[src/rtl/interpolate.sv]
// interpolate: upsampler by an integer factor L with valid/ready handshakes.
// Each accepted input sample is expanded into L output samples. Phase 0
// carries the sample itself; phases 1..L-1 carry zeros (zero-stuffing) or,
// when INTERPOLATE_HOLD_EN is defined, repeat the sample (zero-order hold).
// Handshake and timing behaviour is identical in both builds.
//
// Parameters:
//   W  sample width in bits
//   L  interpolation factor (output samples per input sample), L >= 2
// Ports:
//   clk      rising-edge clock
//   rst      synchronous active-high reset
//   s_stb    slave sample valid
//   s_dat    slave sample data
//   s_rdy    slave ready (transfer on s_stb & s_rdy)
//   m_rdy    master ready
//   m_stb    master sample valid (transfer on m_stb & m_rdy)
//   m_dat    master sample data
//   m_first  current master sample is phase 0 of its input sample
// Build option: define INTERPOLATE_HOLD_EN for zero-order hold output.
module interpolate #(
  parameter int unsigned W = 16,
  parameter int unsigned L = 2
) (
  input  logic         clk,
  input  logic         rst,
  input  logic         s_stb,
  input  logic [W-1:0] s_dat,
  output logic         s_rdy,
  input  logic         m_rdy,
  output logic         m_stb,
  output logic [W-1:0] m_dat,
  output logic         m_first
);

  localparam int unsigned PHS_W = (L > 2) ? $clog2(L) : 1;
  localparam logic [PHS_W-1:0] PHS_LAST = PHS_W'(L - 1);

  typedef enum logic [0:0] {
    IDLE = 1'b0,
    EMIT = 1'b1
  } state_t;

  state_t           state_q, state_d;
  logic [W-1:0]     dat_q, dat_d;
  logic [PHS_W-1:0] phs_q, phs_d;

  // State, sample and phase registers.
  always_ff @(posedge clk) begin
    if (rst) begin
      state_q <= IDLE;
      dat_q   <= '0;
      phs_q   <= '0;
    end else begin
      state_q <= state_d;
      dat_q   <= dat_d;
      phs_q   <= phs_d;
    end
  end

  // Next state and handshakes; the last phase may accept a new sample in the
  // same cycle it is consumed, so streaming needs no bubble.
  always_comb begin
    state_d = state_q;
    dat_d   = dat_q;
    phs_d   = phs_q;
    s_rdy   = 1'b0;
    m_stb   = 1'b0;
    case (state_q)
      IDLE: begin
        s_rdy = 1'b1;
        if (s_stb) begin
          dat_d   = s_dat;
          phs_d   = '0;
          state_d = EMIT;
        end
      end
      EMIT: begin
        m_stb = 1'b1;
        s_rdy = (phs_q == PHS_LAST) && m_rdy;
        if (m_rdy) begin
          if (phs_q != PHS_LAST) begin
            phs_d = phs_q + PHS_W'(1);
          end else if (s_stb) begin
            dat_d = s_dat;
            phs_d = '0;
          end else begin
            phs_d   = '0;
            state_d = IDLE;
          end
        end
      end
      default: begin
        state_d = IDLE;
        phs_d   = '0;
      end
    endcase
    // Nothing is offered or accepted while reset is held.
    if (rst) begin
      s_rdy = 1'b0;
      m_stb = 1'b0;
    end
  end

  // Output data selection by phase.
  always_comb begin
    m_first = m_stb && (phs_q == '0);
`ifdef INTERPOLATE_HOLD_EN
    m_dat = dat_q;
`else
    m_dat = (phs_q == '0) ? dat_q : '0;
`endif
  end

endmodule
[config.mk]
export PLATFORM = sky130hd
export DESIGN_NAME = interpolate
export DESIGN_NICKNAME = d
export VERILOG_FILES = /design/src/rtl/interpolate.sv
export SDC_FILE = /design/constraint.sdc
export NUM_CORES = 1
export LEC_CHECK = 0
export BUFFER_PORTS_ARGS = -buffer_cell sky130_fd_sc_hd__buf_2
export CAP_MARGIN = 20
export CORE_UTILIZATION = 40
export DETAILED_ROUTE_END_ITERATION = 8
export PLACE_DENSITY_LB_ADDON = 0.05
export REMOVE_ABC_BUFFERS = 1
export SYNTH_ARGS = -nofsm -noshare
export SYNTH_HDL_FRONTEND = slang
export SYNTH_SLANG_ARGS = --single-unit
[constraint.sdc]
create_clock -name clk -period 1.2 [get_ports clk]
set_input_delay 0.06 -clock clk [delete_from_list [all_inputs] [get_ports clk]]
set_output_delay 0.06 -clock clk [all_outputs]
set_load 0.01 [all_outputs]
# After elaboration in Yosys (flattened, before gate mapping)
# Cells that the tools add are included.
# Widths: inputs -> output; s select.
[op_classes] add_sub_neg=1 eq_ne=3 n_mux=17 n_bitwise=2 n_reduce_logical=4
[ops] op="$mux 16" count=4
[ops] op="$pmux 16 s2" count=1
[ops] op="$mux 1" count=9
[ops] op="$pmux 1 s2" count=3
[ops] op="$ne 2x2->1 const B" count=2
[ops] op="$reduce_and 2->1" count=2
[ops] op="$logic_and 1x1->1" count=2
[ops] op="$ne 2x1->1 const B" count=1
[ops] op="$not 1->1" count=2
[ops] op="$add 1x1->1 const B" count=1
[totals] regBits=18 in_bits=20 out_inout_bits=19 wordCells=30

# Longest topological paths before layout
[logic_depth] depth_word=4 ltp_mapped=5 ltp_nobuf=3

# Worst setup path before layout
# Ideal clock, no wire load.
[synth_timing] path_kind="register -> register" startpoint="register state_q" endpoint="register dat_q[10]" setup_ps=118 arrival_ps=979 required_ps=1082 slack_ps=103 path_stages_with_launch=6 n_path_buf=2 synth_period_minus_slack_ps=1097 path_cell_list="dfxtp_1 > a21boi_4 > nor2b_2 > buf_6 > buf_12 > mux2i_1"
[synth_via] elab_chain_cells=2 elab_cells_between_ends=5 cone_classes="eq/ne: 2; mux: 1; bitwise: 1; reduce/logical: 1"
[synth_rtl] item="start: declaration" line_no="44" text="state_t state_q, state_d;"
[synth_rtl] item="start signal: assignment" line_no="55" text="state_q <= state_d;"
[synth_rtl] item="$ne 2x1->1 (no line) (tied with other cells)"
[synth_rtl] item="$reduce_and 2->1 (no line) or $pmux 16 s2 (tied branches)"
[synth_rtl] item="end signal: assignment" line_no="56" text="dat_q <= dat_d;"
[synth_rtl] item="end: declaration" line_no="45" text="logic [W-1:0] dat_q, dat_d;"
# Parallel ways exist; a longest one is shown, timed or not.
# A chain may end at the register's enable or synchronous reset.

# Final worst setup path
[layout_timing] startpoint="register state_q" endpoint="output port m_first"
[layout_via] elab_chain_cells=3
[layout_rtl] item="$mux 1" line_no="69" text="case (state_q)"
[layout_rtl] item="$mux 1" line_no="99" text="if (rst) begin"
[layout_rtl] item="$logic_and 1x1->1" line_no="107" text="m_first = m_stb && (phs_q == '0);"
[layout_rtl] item="end: declaration" line_no="33" text="output logic m_first"
# Every way passes these cells.

==> out/qor.csv <==
metric;value;unit
outcome;finished, final reports clean;
TritonCTS clock tree;done;
first-pass GRT wire length;2940;um
vias in the first global route;678;
layout cells sized above 1;36.2;%
RSZ-0062 raised after global routing;true;
Mean Syn Cell Area;9.53;um^2
Hold-fix buffers, CTS;0;
WL per Instance;10.6;um
top cells by area, synth;dfxtp_1, nand2b_1, mux2i_1;
Die ar.;2580;um^2
Slew Limit Headroom;85.2;%
initial antenna violation count;0;
WP data required;1.14;ns
CP peak stage delay;0.38;ns
Tmin final;1.13;ns
crit share post-route;94.6;%
Max VDD drop;0.656;mV
overall power;1.29;mW
commonest non-fill, non-tap cell in the layout;buf_2;
Cell Area, Placed;1180;um^2
# IOs;39;
Non-Filler Instances;166;
Die H;50.8;um
total number of vias;740;
drt pass-1 iters;4;
Detail Route Antenna Nets;0;
pin slew with the least headroom to its limit;0.222;ns
HPWL after DPL;1230;um
DR iter-0 viols;6;
Levels on crit path;3;
number of port buffers;38;
share of the yosys chip area belonging to registers;37.8;%
# setup viols final;0;
Post-Route Utilization;54.6;%
Startpoint Class;flip-flop;
via density per instance;4.46;
critical setup path kind;flip-flop to output pin;
setup ws final;0.0651;ns
Place WS;0.128;ns
# placed instances;163;
final hold slack;0.0197;ns
core area;2230;um^2
WP buf/inv;1;
Critical Path Sink Type;output pin;
total track usage;15.3;%
reg2reg start;state_q;
GP Congestion;0.633;
Fill cells;212;
drc violations;0;
Layout Nets;159;
Layout Skew;0.00526;ns
grt total ovfl;0;
Pleak;0.588;nW
FP Rows;17;
largest net degree at the start of global routing;27;
top-area cell type share of the netlist area;37.8;%
Fmax;881;MHz
worst reg-to-reg setup slack;0.08;ns
Die X;50.8;um
CP Max Fanout;4;
latest clock arrival within the worst-skew pair;0.29;ns
Post-Syn Instances;100;
depth of the most critical reg-to-reg path;4;
clock sinks;18;
crit path DAT;1.07;ns
final hold vios;0;
Max Transition Viols Final;0;
synth unique cells;14;
final instance area;1220;um^2
most frequent cells in the layout;buf_2, nand2b_1, nor2b_1, mux2i_1, dfxtp_1;
flops & latches, synth;18;
crit path from;state_q;
Top Family by Delay on Critical Path;flip-flops;
# H-tree levels;1;
Sum Neg Setup Slack;0;ns
critical-path cell with the highest stage delay;dfxtp_2;
antenna fix cells;0;
area growth from synthesis to layout;28.0;%
YS warnings;0;
WL final;1750;um
CTS max path bufs;2;
critical path, cell by cell;nor2b_2 > nor2b_1 > buf_2;
CP Capture Point;m_first;
area leader, netlist;dfxtp_1;
pwr dens;1060;nW/um^2
RR Endpoint;dat_q[9];
Worst Hold Class;primary input to flip-flop;
Worst-path clk slew;0.10;ns
total of max-cap violations;0;
synthesized area;953;um^2
total CTS buffers;3;
Initial Util;42.7;%
CTS root buf;clkbuf_4;
[metal layers]
metal | GRT usage, % | vias up | share of wire (%)
met5 | 0 | - | 0
met4 | 6.94 | 0 | 0.57
met3 | 2.68 | 2 | 4.3
met2 | 25.8 | 21 | 48
met1 | 19.0 | 324 | 47
li1 | - | 393 | -
[where the power goes]
group	leakage (nW)	switching [mW]	internal, mW
Combinational	0.418	0.121	0.149
Sequential	0.149	0.0208	0.638
Clock	0.0210	0.178	0.185
Total	0.588	0.320	0.971
[tightest hold or removal path, stage by stage]
cell	delay, ns
buf_2	0.10
nand2b_1	0.05
mux2i_1	0.06
[sequential cells by signal, indices dropped and copies added, names as in the netlist]
signal   count
phs_q        1
dat_q       16
state_q      1
[logic make-up (layout without fill, tap and decap cells)]
family,Yosys count,after routing,share of synthesized area (%)
AO/OA/AOI/OAI,2,2,2.49
AND/OR/NAND/NOR,56,56,36.4
buffers and inverters,7,45,5.51
flip-flops,18,18,37.8
multiplexers,17,17,17.8
[worst min path at each step]
stage	startpoint	endpoint	slack, ns	cells after the start
after global routing	s_dat[5]	dat_q[5]	0.01	3
final	s_dat[8]	dat_q[8]	0.02	3
after global placement	s_stb	state_q	0.31	3
after floorplan	rst	phs_q	0.13	1
after detailed placement	s_dat[14]	dat_q[14]	0.33	3
after CTS	s_dat[4]	dat_q[4]	0.004	3
[synthesized netlist by cell type]
master and count:
a21boi_4 1, buf_2 2, nor2b_2 2, nor2b_1 17, nand3b_1 1, clkbuf_1 3
dfxtp_1 18, nand2_1 1, nand2b_1 32, mux2i_1 17, buf_12 1, a21oi_1 1
buf_6 1, nor2_1 3
[cell type report]
| class | count | area [um^2] | share of cell area, % |
|---|---|---|---|
| Tap cell | 28 | 35.0 | 2.87 |
| Timing Repair Buffer | 41 | 245 | 20.1 |
| Multi-Input combinational cell | 75 | 541 | 44.3 |
| Sequential cell | 18 | 363 | 29.7 |
| Clock buffer | 4 | 36.3 | 2.97 |
[what timing repair did]
item,CTS,global route
endpoints found under the hold margin,0,0
buffers inserted,0,0
resized for setup,2,2
endpoints found under the setup margin,17,18
(Power assumes the default switching activity.)
